[config.mk]
export PLATFORM = sky130hd
export DESIGN_NAME = ex_mem_reg
export DESIGN_NICKNAME = d
export VERILOG_FILES = /design/src/rtl/core_pkg.sv /design/src/rtl/flag_reg.sv /design/src/rtl/ex_mem_reg.sv
export SDC_FILE = /design/constraint.sdc
export NUM_CORES = 1
export LEC_CHECK = 0
export CELL_PAD_IN_SITES_DETAIL_PLACEMENT = 1
export CELL_PAD_IN_SITES_GLOBAL_PLACEMENT = 1
export CORE_MARGIN = 3
export CORE_UTILIZATION = 29
export CTS_CLUSTER_SIZE = 28
export DETAILED_ROUTE_END_ITERATION = 12
export PLACE_DENSITY = 0.75
export SYNTH_ARGS = -nofsm -noshare
export SYNTH_HDL_FRONTEND = slang
export SYNTH_HIERARCHICAL = 1
export SYNTH_SLANG_ARGS = --single-unit
[constraint.sdc]
create_clock -name clk -period 1.7 [get_ports clk]
set_input_delay 0.34 -clock clk [delete_from_list [all_inputs] [get_ports clk]]
set_output_delay 0.34 -clock clk [all_outputs]
set_load 0.02 [all_outputs]
[src/rtl/core_pkg.sv]
// Shared core definitions: opcode map and flag-update classification.
package core_pkg;

    localparam logic [3:0] OP_ADD    = 4'h0;
    localparam logic [3:0] OP_SUB    = 4'h1;
    localparam logic [3:0] OP_XOR    = 4'h2;
    localparam logic [3:0] OP_RED    = 4'h3;
    localparam logic [3:0] OP_SLL    = 4'h4;
    localparam logic [3:0] OP_SRA    = 4'h5;
    localparam logic [3:0] OP_ROR    = 4'h6;
    localparam logic [3:0] OP_PADDSB = 4'h7;
    localparam logic [3:0] OP_LW     = 4'h8;
    localparam logic [3:0] OP_SW     = 4'h9;
    localparam logic [3:0] OP_LLB    = 4'hA;
    localparam logic [3:0] OP_LHB    = 4'hB;
    localparam logic [3:0] OP_B      = 4'hC;
    localparam logic [3:0] OP_BR     = 4'hD;
    localparam logic [3:0] OP_PCS    = 4'hE;
    localparam logic [3:0] OP_HLT    = 4'hF;

    // Arithmetic and logical/shift ops write Z; RED and PADDSB do not.
    function automatic logic sets_zflag(input logic [3:0] op);
        return (op == OP_ADD) || (op == OP_SUB) || (op == OP_XOR) ||
               (op == OP_SLL) || (op == OP_SRA) || (op == OP_ROR);
    endfunction

    // Only ADD/SUB produce meaningful overflow and sign.
    function automatic logic sets_vnflag(input logic [3:0] op);
        return (op == OP_ADD) || (op == OP_SUB);
    endfunction

endpackage

[src/rtl/flag_reg.sv]
// Architectural Z/V/N flag register; updates only on an enabled, flag-setting op.
module flag_reg
    import core_pkg::*;
#(
    parameter int DW = 16
) (
    input  logic          clk,
    input  logic          rst,
    input  logic          en,
    input  logic [3:0]    opcode,
    input  logic [DW-1:0] result,
    input  logic          ovfl,
    output logic [2:0]    flags   // {z, v, n}
);

    // Z from any flag-setting op; V/N only from ADD/SUB, otherwise held.
    always_ff @(posedge clk or posedge rst) begin
        if (rst) begin
            flags <= 3'b000;
        end else if (en) begin
            if (sets_zflag(opcode))  flags[2] <= (result == '0);
            if (sets_vnflag(opcode)) begin
                flags[1] <= ovfl;
                flags[0] <= result[DW-1];
            end
        end
    end

endmodule

[src/rtl/ex_mem_reg.sv]
// EX/MEM pipeline register with sticky halt and optional flag register.
// Optional feature: define FLAG_REG_EN to build the Z/V/N flag register;
// otherwise the flags read as 0 and no flag state exists.
module ex_mem_reg
    import core_pkg::*;
#(
    parameter int DW = 16,
    parameter int RW = 4
) (
    input  logic          clk,
    input  logic          rst,
    input  logic          stall,
    input  logic          flush,
    input  logic          ex_valid,
    input  logic [3:0]    ex_opcode,
    input  logic [DW-1:0] ex_alu_result,
    input  logic          ex_alu_ovfl,
    input  logic [DW-1:0] ex_store_data,
    input  logic [RW-1:0] ex_dst_reg,
    input  logic          ex_reg_wr,
    input  logic          ex_mem_rd,
    input  logic          ex_mem_wr,
    input  logic          ex_halt,
    output logic          mem_valid,
    output logic [3:0]    mem_opcode,
    output logic [DW-1:0] mem_alu_result,
    output logic [DW-1:0] mem_store_data,
    output logic [RW-1:0] mem_dst_reg,
    output logic          mem_reg_wr,
    output logic          mem_mem_rd,
    output logic          mem_mem_wr,
    output logic          mem_halt,
    output logic          flag_z,
    output logic          flag_v,
    output logic          flag_n
);

    typedef struct packed {
        logic          valid;
        logic [3:0]    opcode;
        logic [DW-1:0] alu_result;
        logic [DW-1:0] store_data;
        logic [RW-1:0] dst_reg;
        logic          reg_wr;
        logic          mem_rd;
        logic          mem_wr;
        logic          halt;
    } mem_t;

    mem_t mem_q, mem_d;

    // Next-state: flush > stall > sticky-halt bubble > normal capture.
    always_comb begin
        mem_d = mem_q;
        if (flush) begin
            mem_d = '0;
        end else if (stall) begin
            mem_d = mem_q;
        end else if (mem_q.halt) begin
            mem_d      = '0;
            mem_d.halt = 1'b1;
        end else begin
            mem_d.valid      = ex_valid;
            mem_d.opcode     = ex_opcode;
            mem_d.alu_result = ex_alu_result;
            mem_d.store_data = ex_store_data;
            mem_d.dst_reg    = ex_dst_reg;
            mem_d.reg_wr     = ex_reg_wr & ex_valid;
            mem_d.mem_rd     = ex_mem_rd & ex_valid;
            mem_d.mem_wr     = ex_mem_wr & ex_valid;
            mem_d.halt       = ex_halt   & ex_valid;
        end
    end

    // MEM-side register, cleared asynchronously.
    always_ff @(posedge clk or posedge rst) begin
        if (rst) mem_q <= '0;
        else     mem_q <= mem_d;
    end

    assign mem_valid      = mem_q.valid;
    assign mem_opcode     = mem_q.opcode;
    assign mem_alu_result = mem_q.alu_result;
    assign mem_store_data = mem_q.store_data;
    assign mem_dst_reg    = mem_q.dst_reg;
    assign mem_reg_wr     = mem_q.reg_wr;
    assign mem_mem_rd     = mem_q.mem_rd;
    assign mem_mem_wr     = mem_q.mem_wr;
    assign mem_halt       = mem_q.halt;

`ifdef FLAG_REG_EN
    // A halted pipe captures only bubbles, so it must not touch the flags.
    logic       flag_en;
    logic [2:0] flags;

    assign flag_en = ex_valid & ~flush & ~stall & ~mem_q.halt;

    flag_reg #(.DW(DW)) u_flag_reg (
        .clk    (clk),
        .rst    (rst),
        .en     (flag_en),
        .opcode (ex_opcode),
        .result (ex_alu_result),
        .ovfl   (ex_alu_ovfl),
        .flags  (flags)
    );

    assign {flag_z, flag_v, flag_n} = flags;
`else
    logic unused_ovfl;
    assign unused_ovfl = ex_alu_ovfl;
    assign flag_z = 1'b0;
    assign flag_v = 1'b0;
    assign flag_n = 1'b0;
`endif

endmodule

# Word-level counts from Yosys, hierarchy flattened
# Cells that the tools add are included.
# W data, S select, Z words.
dict set report classes {
  n_bitwise 4
  n_mux 3
  eq_ne 1
}
# operator n
set ops {}
lappend ops {{$mux W45} 3}
lappend ops {{$and A1 B1 Y1} 4}
lappend ops {{$ne A2 B1 Y1 const B} 1}
dict set report totals {
  reg_bits 45
  output_inout_bits 48
  inputBits 50
}

# Logic depth before layout (Yosys ltp)
dict set report depth {
  ltp_word 4
  depth_mapped 4
  ltp_nobuf 2
}

# Worst setup path before layout
# OpenSTA, ideal clock, no wires.
dict set report synth_path {
  path_kind {register to register}
  start {register mem_q, in the netlist mem_halt}
  end {register mem_q, in the netlist mem_store_data[1]}
  stages_incl_launch_ff 4
  setup_time_ps 78
  synth_period_minus_slack_ps 1248
  path_slack_ps 452
  n_path_buf 1
  arrival_time_ps 1170
  t_required_ps 1622
  path_cell_list {dfrtp_1 > buf_2 > or3b_1 > a21oi_1}
}
dict set report synth_between {
  elab_chain_cells 3
}
# item line_no
set synth_lines {}
lappend synth_lines {{start, declared} ex_mem_reg.sv:50} ;# mem_t mem_q, mem_d;
lappend synth_lines {{start signal, assigned} ex_mem_reg.sv:78} ;# else mem_q <= mem_d;
lappend synth_lines {{$mux W45} ex_mem_reg.sv:59} ;# end else if (mem_q.halt) begin
lappend synth_lines {{$mux W45} ex_mem_reg.sv:57} ;# end else if (stall) begin
lappend synth_lines {{$mux W45} ex_mem_reg.sv:55} ;# if (flush) begin
# Every way passes these cells. The select of a mux whose other input is x is not followed.
# A chain may end at the register's enable or synchronous reset.

# Worst setup path in the final report
dict set report layout_path {
  start {register mem_q, in the netlist mem_halt}
  end {output mem_halt}
}
# item line_no
set layout_rtl {}
lappend layout_rtl {{end, declared} ex_mem_reg.sv:32} ;# output logic mem_halt,
# No word-level cell between the ends.

==> impl_results.md <==
* RD Place Congestion at ~0.62
* Status: complete, no violations
* Core Rows at 29
* Largest net degree at the start of global routing at 78
* Worst-path cell chain: clkdlybuf4s50_1
* #FFs+latches synth at 45
* Worst vdd ir at 281.8 uV
* Global-route wire length before repair at approximately 9000 um
* Detailed Route WL at 5599 um
* Final hold vios at 0
* Fillers at 739
* Post-CTS Hold Fix Bufs at 0
* NumNets Final at between 300 and 400
* Main area contributors after synthesis: dfrtp_1 55%, or3b_1 18%, a21oi_1 11%
* Initial Util at 30.92%
* Share of post-route cells with drive strength above 1 at 5.137%
* Root Buffer: clkbuf_8
* Clock transition at path regs at 0.08 ns
* Pre-CTS setup slack at 0.2954 ns
* HPWL after DPL at 3767 um
* Post-synthesis cell count at 203
* Initial antenna violation count at 0
* Max Fclk at 617.7 MHz
* CP top delay family: buffers and inverters
* Syn_area_per_cell at 10.00 um2
* Postcts setup bufs at 0
* Leakage at 1.294 nW
* Post-synthesis cell type count at 12
* Slew Limit Fails at 0
* Core area at 6568 um2
* Final ANT Viol Nets at 0
* Sequential area share after synthesis at 55.45%
* RSZ-0062 raised after global routing: no
* Pre-antenna DRT Iters at 4
* Multi-input combinational cell area at 802.0 um2
* Vias in the first global route at 1910
* Top-area cell type share of the netlist area at 55.45%
* Endpoint class of the critical path: output port
* DR iter-0 viols at 54
* Ys Warns at 6
* MaxCap Viol Count at 0
* R2R cell count at 3
* DR vias/cell at 4.610
* Critical path depth at 1
* Post-CTS resize count at 0
* Global Route Usage Sum at around 14%
* Commonest non-fill, non-tap cell in the layout: clkdlybuf4s50_1
* FF+latch area at 1126 um2
* Die extent in x at 89.68 um
* Period utilization at 95.23%
* Setup WS post-layout at 0.08102 ns
* Die Ht at 89.68 um
* Crit path kind: reg2out
* Worst Path Arrival at between 1 and 1.5 ns
* Slowest stage delay, CP at 0.63 ns
* Utilization after layout at 47.86%
* Clk_skew at 0.003532 ns
* Post-route DRC at 0
* CP max stage cell: clkdlybuf4s50_1
* Die ar. at 8043 um2
* CP bufs+invs at 1
* Area of the mapped netlist at approximately 2000 um2
* Most frequent cells in the layout: 91 x clkdlybuf4s50_1, 45 x a21oi_1, 45 x dfrtp_1, 44 x nand2_1, 41 x or3b_1
* Clock tree buffer depth at 2
* Routed wire per std cell at around 15 um
* Via count at 1775
* CTS Sinks at 45
* Hold Path Class: in2async
* Cell taking the most area after synthesis: dfrtp_1
* Setup violators final at 0
* Nature of the critical path startpoint: register
* Remaining global-route overflow at 0
* CP required at 1.36 ns
* Power per Cell Area at around 730 nW/um2
* CTS buffer count at 5
* Area growth, synth to finish at 54.77%
* Crit path max fanout at 3
* Minimum clock period at 1.619 ns
* IO Pins at 98
* CTS tree: built
* Clock latency on the worst-skew pair at 0.29 ns
* Setup TNS at 0 ns
* Port Buffers at 93
* Diodes inserted at 0
* H-tree Lvls at 2
-- layout make-up --
| class | count | share of cell area [%] |
|---|---|---|
| Timing Repair Buffer | 100 | 32.17 |
| Inverter | 2 | 0.2389 |
| Tap cell | 93 | 3.702 |
| Sequential cell | 45 | 35.83 |
| Multi-Input combinational cell | 137 | 25.52 |
| Clock buffer | 8 | 2.548 |
-- path summary, 6_finish.rpt --
kind | start | to | slack, ns
max | mem_halt | mem_halt | 0.08
min reg2reg | mem_alu_result[3] | mem_alu_result[3] | 0.52
max reg2reg | mem_halt | mem_alu_result[1] | 0.46
max in group asynchronous | rst | mem_mem_rd | 1.08
min | rst | mem_store_data[8] | 0.41
min in group clk | flush | mem_store_data[0] | 0.48
-- layer usage --
layer / vias up / routed length [um] / global-route usage (%)
met5: - / 0 / 0
met4: 0 / 57 / 4.871
met3: 6 / 441 / 4.653
met2: 59 / 2747 / 24.40
met1: 846 / 2352 / 17.48
li1: 864 / - / -
-- through the flow --
stage	hold slack, ns	power, mW	std cells	cell area (um2)
2_1_floorplan	0.4986	1.413	205	2038
3_3_place_gp	0.5069	1.682	377	3063
3_5_place_dp	0.5117	1.689	377	3063
4_1_cts	0.4184	2.333	385	3143
5_1_grt	0.4323	2.418	385	3143
6_report	0.4118	2.293	385	3143
-- Yosys cell counts, drive strengths merged --
library cell / number
or3b: 41
nand2: 44
inv: 2
conb: 1
clkbuf: 11
buf: 10
dfrtp: 45
nand3b: 1
a21oi: 45
nand4bb: 3
-- logic make-up (layout without fill, tap and decap cells) --
family                 count (synthesis)  count (layout)  synth area share (%)
buffers and inverters                 23             110                 5.422
and+or+nand+nor                       89              89                 27.85
DFF                                   45              45                 55.45
AOI/OAI and AO/OA                     45              45                 11.09
other                                  1               3                0.1847
-- power by group --
| part | switching [mW] | internal (mW) |
|---|---|---|
| registers | 0.0297 | 1.13 |
| logic | 0.234 | 0.270 |
| clock network | 0.342 | 0.293 |
| total | 0.606 | 1.69 |
Power figures use the tool's default switching activity.
